<file path="src/rtl/alu_core_seq.sv">
// Sequential ALU with a synchronised "go" button: single-cycle bitwise/arith ops
// and a 2*WIDTH-cycle signed shift-add multiplier, results registered for display.
module alu_core_seq #(
  parameter int unsigned WIDTH       = 4,
  parameter int unsigned SYNC_STAGES = 2
) (
  input  logic             clk,
  input  logic             rst,
  input  logic [WIDTH-1:0] a,
  input  logic [WIDTH-1:0] b,
  input  logic [2:0]       op,
  input  logic             go,
  output logic [WIDTH-1:0] sum,
  output logic             flow,
  output logic             carry,
  output logic             zero,
  output logic             valid,
  output logic             busy
);

  localparam int unsigned PW = 2 * WIDTH;
  localparam int unsigned CW = $clog2(PW) + 1;

  localparam logic [2:0] OP_ADD = 3'b000;
  localparam logic [2:0] OP_SUB = 3'b001;
  localparam logic [2:0] OP_NOT = 3'b010;
  localparam logic [2:0] OP_AND = 3'b011;
  localparam logic [2:0] OP_OR  = 3'b100;
  localparam logic [2:0] OP_XOR = 3'b101;
  localparam logic [2:0] OP_MUL = 3'b110;
  localparam logic [2:0] OP_SLT = 3'b111;

  typedef enum logic [1:0] {S_IDLE, S_MUL, S_DONE} state_t;

  state_t                 r_state;
  logic [SYNC_STAGES-1:0] r_sync;
  logic [SYNC_STAGES-1:0] r_fill;
  logic                   r_low_seen;
  logic [WIDTH-1:0]       r_a;
  logic [WIDTH-1:0]       r_b;
  logic [2:0]             r_op;
  logic [PW-1:0]          r_mcand;
  logic [PW-1:0]          r_mplier;
  logic [PW-1:0]          r_prod;
  logic [CW-1:0]          r_cnt;

  logic                   w_sync_out;
  logic                   w_primed;
  logic                   w_start;
  logic [WIDTH:0]         w_add;
  logic [WIDTH:0]         w_sub;
  logic [WIDTH:0]         w_ptop;
  logic [WIDTH-1:0]       w_res;
  logic                   w_flow;
  logic                   w_carry;
  logic                   w_sa;
  logic                   w_sb;

  // A start needs a low level seen only after the chain refilled post-reset,
  // so a button held through reset does not fire on release.
  assign w_sync_out = r_sync[SYNC_STAGES-1];
  assign w_primed   = r_fill[SYNC_STAGES-1];
  assign w_start    = r_low_seen & w_sync_out;

  always_ff @(posedge clk or negedge rst) begin
    if (!rst) begin
      r_sync     <= '0;
      r_fill     <= '0;
      r_low_seen <= 1'b0;
    end else begin
      r_sync     <= (r_sync << 1) | SYNC_STAGES'(go);
      r_fill     <= (r_fill << 1) | SYNC_STAGES'(1'b1);
      r_low_seen <= w_primed & ~w_sync_out;
    end
  end

  assign w_sa   = r_a[WIDTH-1];
  assign w_sb   = r_b[WIDTH-1];
  assign w_add  = {1'b0, r_a} + {1'b0, r_b};
  assign w_sub  = {1'b0, r_a} + {1'b0, ~r_b} + (WIDTH+1)'(1);
  assign w_ptop = r_prod[PW-1:WIDTH-1];

  // Result selection from the latched operands
  always_comb begin
    w_res   = '0;
    w_flow  = 1'b0;
    w_carry = 1'b0;
    case (r_op)
      OP_ADD: begin
        w_res   = w_add[WIDTH-1:0];
        w_carry = w_add[WIDTH];
        w_flow  = (w_sa == w_sb) && (w_add[WIDTH-1] != w_sa);
      end
      OP_SUB: begin
        w_res   = w_sub[WIDTH-1:0];
        w_carry = w_sub[WIDTH];
        w_flow  = (w_sa != w_sb) && (w_sub[WIDTH-1] != w_sa);
      end
      OP_NOT: w_res = ~r_a;
      OP_AND: w_res = r_a & r_b;
      OP_OR:  w_res = r_a | r_b;
      OP_XOR: w_res = r_a ^ r_b;
      OP_MUL: begin
        w_res  = r_prod[WIDTH-1:0];
        w_flow = ~((&w_ptop) | ~(|w_ptop));
      end
      OP_SLT: w_res = {{(WIDTH-1){1'b0}}, ($signed(r_a) < $signed(r_b))};
      default: w_res = '0;
    endcase
  end

  // Control FSM, operand latches, shift-add multiplier and output registers
  always_ff @(posedge clk or negedge rst) begin
    if (!rst) begin
      r_state  <= S_IDLE;
      r_a      <= '0;
      r_b      <= '0;
      r_op     <= '0;
      r_mcand  <= '0;
      r_mplier <= '0;
      r_prod   <= '0;
      r_cnt    <= '0;
      sum      <= '0;
      flow     <= 1'b0;
      carry    <= 1'b0;
      zero     <= 1'b0;
      valid    <= 1'b0;
      busy     <= 1'b0;
    end else begin
      valid <= 1'b0;
      case (r_state)
        S_IDLE: begin
          if (w_start) begin
            r_a      <= a;
            r_b      <= b;
            r_op     <= op;
            r_mcand  <= {{WIDTH{a[WIDTH-1]}}, a};
            r_mplier <= {{WIDTH{b[WIDTH-1]}}, b};
            r_prod   <= '0;
            r_cnt    <= '0;
            busy     <= 1'b1;
            r_state  <= (op == OP_MUL) ? S_MUL : S_DONE;
          end
        end
        S_MUL: begin
          if (r_mplier[0]) begin
            r_prod <= r_prod + r_mcand;
          end
          r_mcand  <= r_mcand << 1;
          r_mplier <= r_mplier >> 1;
          r_cnt    <= r_cnt + CW'(1);
          if (r_cnt == CW'(PW - 1)) begin
            r_state <= S_DONE;
          end
        end
        S_DONE: begin
          sum     <= w_res;
          flow    <= w_flow;
          carry   <= w_carry;
          zero    <= (w_res == '0);
          valid   <= 1'b1;
          busy    <= 1'b0;
          r_state <= S_IDLE;
        end
        default: begin
          busy    <= 1'b0;
          r_state <= S_IDLE;
        end
      endcase
    end
  end

endmodule

</file>
<file path="config.mk">
export PLATFORM = sky130hd
export DESIGN_NAME = alu_core_seq
export DESIGN_NICKNAME = d
export VERILOG_FILES = /design/src/rtl/alu_core_seq.sv
export SDC_FILE = /design/constraint.sdc
export NUM_CORES = 1
export LEC_CHECK = 0
export CAP_MARGIN = 25
export CORE_MARGIN = 2
export CORE_UTILIZATION = 45
export DETAILED_ROUTE_END_ITERATION = 10
export GPL_TIMING_DRIVEN = 0
export PLACE_DENSITY = 0.65
export SLEW_MARGIN = 20
export SYNTH_ARGS = -nofsm -noshare
export SYNTH_HDL_FRONTEND = slang
export SYNTH_SLANG_ARGS = --single-unit
</file>
<file path="constraint.sdc">
create_clock -name clk -period 4.57 [get_ports clk]
set_clock_uncertainty 0.05 [all_clocks]
set_input_delay 0.914 -clock clk [delete_from_list [all_inputs] [get_ports clk]]
set_output_delay 0.914 -clock clk [all_outputs]
set_load 0.05 [all_outputs]
</file>
# Word-level counts from Yosys, hierarchy flattened
# Index checks and enable logic that the tools add are counted.
[classes]
add_sub_neg = 5
n_mul = 0
div_mod_pow = 0
n_lt_le_gt_ge = 1
eq_ne = 18
shift = 0
n_mux = 19
n_bitwise = 13
reduce_logical = 13
[ops]
columns = ["op", "count"]
rows = [
  ["$pmux 8 s2", 3],
  ["$mux 8", 4],
  ["$pmux 4 s8", 1],
  ["$eq 3x3->1 const B", 5],
  ["$add 4x4->5", 2],
  ["$add 8x8->8", 1],
  ["$not 4->4", 2],
  ["$pmux 4 s2", 1],
  ["$reduce_and 2->1", 4],
  ["$eq 3x2->1 const B", 2],
  ["$mux 2", 3],
  ["$ne 2x2->1 const B", 3],
  ["$add 5x1->5 const B", 1],
  ["$reduce_and 5->1", 1],
  ["$reduce_or 5->1", 1],
  ["$add 4x1->4 const B", 1],
  ["$and 4x4->4", 1],
  ["$eq 4x3->1 const B", 1],
  ["$logic_not 4->1", 1],
  ["$lt 4x4->1", 1],
  ["$mux 4", 1],
  ["$not 1->1", 4],
  ["$or 4x4->4", 1],
  ["$pmux 1 s2", 2],
  ["other kinds (17)", 22],
]
[word_totals]
reg_bits = 55
latch_bits = 0
ram_bits = 0
mem_bits_ro = 0
input_bits = 14
out_inout_bits = 9
mem_count = 0

# Depth between registers and ports, before layout
[depth]
ltp_word = 6
ltp_mapped = 10
ltp_nobuf = 10

# Worst setup path after synthesis
# Ideal clock, no wire load.
[synth_timing]
path_kind = "register -> register"
from = "register r_a[0]"
to = "register zero"
t_arrival_ps = 1921
required_ps = 4428
setup_slack_ps = 2507
stages_incl_launch_ff = 9
path_buffers = 0
synth_period_minus_slack_ps = 2063
cell_sequence = "dfrtp_1 inv_1 ha_1 inv_1 fa_1 mux4_2 o21ai_0 nand2_1 o31ai_2"
[synth_via]
elab_chain_cells = 4
word_cells_on_any_way = 10
classes_between = "3 x add/sub; 1 x order compare; 1 x mux; 4 x bitwise; 1 x reduce/logical"
[synth_rtl]
columns = ["element", "line_no", "source"]
rows = [
  ["start, declared", "39", "logic [WIDTH-1:0] r_a;"],
  ["start signal, assigned", "116", "r_a <= '0;"],
  ["start signal, assigned", "134", "r_a <= a;"],
  ["$add 4x4->5", "80", "assign w_sub = {1'b0, r_a} + {1'b0, ~r_b} + (WIDTH+1)'(1);"],
  ["$add 5x1->5", "80", ""],
  ["$pmux 4 s8 *", "88", "case (r_op)"],
  ["$logic_not 4->1 *", "160", "zero <= (w_res == '0);"],
  ["end signal, assigned", "160", ""],
  ["end, declared", "16", "output logic zero,"],
]
# Mark *: on every way between the ends. The rest lies on a longest branch, timed or not.
# A chain may end at the register's enable or synchronous reset.

# Final worst setup path
[layout_timing]
from = "register busy"
to = "output busy"
[layout_rtl]
columns = ["element", "line_no", "source"]
rows = [
  ["start, declared", "18", "output logic busy"],
  ["start signal, assigned", "128", "busy <= 1'b0;"],
  ["start signal, assigned", "141", "busy <= 1'b1;"],
  ["start signal, assigned", "162", "busy <= 1'b0;"],
]
# No word-level cell between the ends.

==> metrics <==
minimum clock period=roughly 2.5 ns; cell chain of the critical path=clkdlybuf4s50_1; WP data arrival=approximately 1.5 ns; post-synthesis adder-cell area fraction=approximately a tenth; CP max FO=2; Hold Crit Class=reg2reg; Via Count=between 2,000 and 2,500; first-pass GRT wire length=between 10,000 and 15,000 um; top cells by area, synth=dfrtp_1 45%, ha_1 8.3%, nand2_1 5.6%; Finished Cell Area=around 0.0034 mm2; post-synthesis mux area share=1.49%; Max stage delay cell, worst path=clkdlybuf4s50_1; Hold Buf Count CTS=0; pin count of the biggest net entering global routing=56; Clock transition at path regs=roughly 0.11 ns; Layout area overhead=13.6%; largest family of logic cells by synthesized area=compound AO/OA/AOI/OAI gates; final period utilization=between 50% and 60%; Cell Area, Synth=between 0.003 and 0.004 mm2; Final Power=2.00 mW; Mapped Cells=around 310; Top Ports=23; ys async rst share=between 90% and 100%; Slew Viols, Final=0; Multi-input gate area=between 0.001 and 0.0015 mm2; synthesized area per cell=9.85 um2; antenna fix cells=0; Post-synth top cells=55 x dfrtp_1, 45 x nand2_1, 21 x o21ai_0; Rows=29; residual overflow from global routing=0; H-tree depth=2; initial antenna violation count=0; Compound-Gate Fraction of Synth Area=between 10% and 20%; Max-Cap Viols=0; Starting Density=47.1%; worst-margin pin slew=just under 0.7 ns; post-synth top area share=a little under half; Post-Route WL=roughly 6500 um; dpl ws=about 2.3 ns; Lkg Pwr=~1.6 nW; WP data required=3.61 ns; post-CTS sizing=0; Final Setup Violations=0; Routed wire per std cell=~16 um; CTS tree=yes; DR iter-0 viols=between 150 and 200; register area share after synthesis=~45%; WHS=roughly 0.31 ns; number of synthesized flops with an enable pin=0; Critical Path End Type=output port; Yosys reg bits=55; status=completed; vias in the first global route=around 2,300; Fin Setup TNS=0 ns; Core Util, Final=between 50 and 60%; layout cell share with drive strength beyond 1=9.79%; worst setup margin=~2.1 ns; top cell family by delay on the critical path=buffers and inverters; Netlist cell types=48; Routed Antenna Nets=0; Post-Synth Simple-Gate Area=between 10% and 20%; critical path class=reg2out; RSZ-0062 raised after global routing=no; Max Fclk=~410 MHz; Clock Sinks=55; Synth Area in XOR/XNOR=3.47%; Slew Limit Headroom=a little over half; worst skew pair latency=roughly 0.32 ns; RD Place Congestion=a little over 0.9; vias per inst=around 5.6; Total GRT Usage=19.2%; Placement Cell Area=0.00334 mm2; count leader, synth=dfrtp_1; Clock Path Buffers=2; DRT Pass-1 Iters=4; # DRC=0; Net Count, Synth=between 300 and 400; CTS root buf=clkbuf_8; Setup Buffers After CTS=0; Seq. cell area=0.00138 mm2; Pwr per Cell Area=between 500 and 600 mW/mm2; Core Area=roughly 0.0064 mm2; final hold vios=0; Finished Layout Cells=slightly above 400; placed cell count=a little over 400; Layout fillers=588; nets=roughly 370; Yosys warnings=0; DP HPWL=roughly 4800 um; Die Span Y=about 86 um; startpoint types=flip-flop; VDD IR max=between 200 and 250 uV; IO buf count=22; slowest stage delay, CP=0.80 ns; CTS buffer count=5; die footprint=approximately 0.0074 mm2; CP bufs+invs=1; top_reg_cell synth=dfrtp_1; area leader, netlist=dfrtp_1; Die X=86.0 um
layer usage:
layer / vias to the layer above / track usage [%] / part of all wire (%)
met2: 59 / 30.4 / 47
met5: - / 0 / 0
met1: 1110 / 27.6 / 47
li1: 1129 / - / -
met3: 4 / 3.18 / 4.6
met4: 0 / 4.18 / 0.89
registers in the layout, summed over array words and instances, names as in the netlist, 2 cells and up:
signal,cells
r_op,3
sum,4
r_sync,2
r_cnt,4
r_b,4
r_state,2
r_a,4
r_fill,2
r_prod,8
r_mcand,8
r_mplier,8
layout by cell type (no fill, tap or decap), types with 2 or more instances in the layout:
master,n
dfrtp_1,55
nand2_1,45
o21ai_0,21
clkdlybuf4s50_1,21
ha_1,20
inv_1,17
nor2_1,16
a21oi_1,14
nand3_1,9
a221o_1,9
buf_2,7
a21o_1,7
xnor2_1,7
clkbuf_1,6
nor2b_1,6
a21oi_2,5
xor2_1,5
clkbuf_8,5
nand2b_1,4
nor4_1,4
o21bai_1,4
buf_4,3
a41oi_1,3
o21ai_1,3
o21a_1,3
nand3b_1,3
fa_1,3
nand4_1,2
a32oi_1,2
nor4_2,2
and2_0,2
a32o_1,2
mux2_2,2
worst paths after layout:
check,from,endpoint,slack [ns],cells past startpoint
max in group asynchronous,rst,r_op[2],3.43,1
max reg2reg,r_b[0],zero,2.28,8
min reg2reg,r_sync[0],r_sync[1],0.31,0
min in group asynchronous,rst,zero,0.57,1
min,r_sync[0],r_sync[1],0.31,0
max,busy,busy,2.11,1
final cells by class:
class	count	share of cell area, %
Clock buffer	5	2.00
Inverter	18	1.97
Sequential cell	55	40.1
Tap cell	77	2.80
Buffer	16	2.44
Timing Repair Buffer	22	6.34
Clock inverter	3	0.801
Multi-Input combinational cell	218	43.6
kinds of logic after synthesis:
kind of cell | after synthesis
xor+xnor | 12
flops | 55
buf+inv | 34
other cells | 1
mux | 3
compound gates | 81
fa+ha+maj | 23
simple gates | 98
report_power, final:
| group | internal [mW] | switching (mW) |
|---|---|---|
| clock network | 0.114 | 0.177 |
| registers | 0.645 | 0.146 |
| logic | 0.391 | 0.528 |
| total | 1.15 | 0.851 |
(Power assumes the default switching activity.)
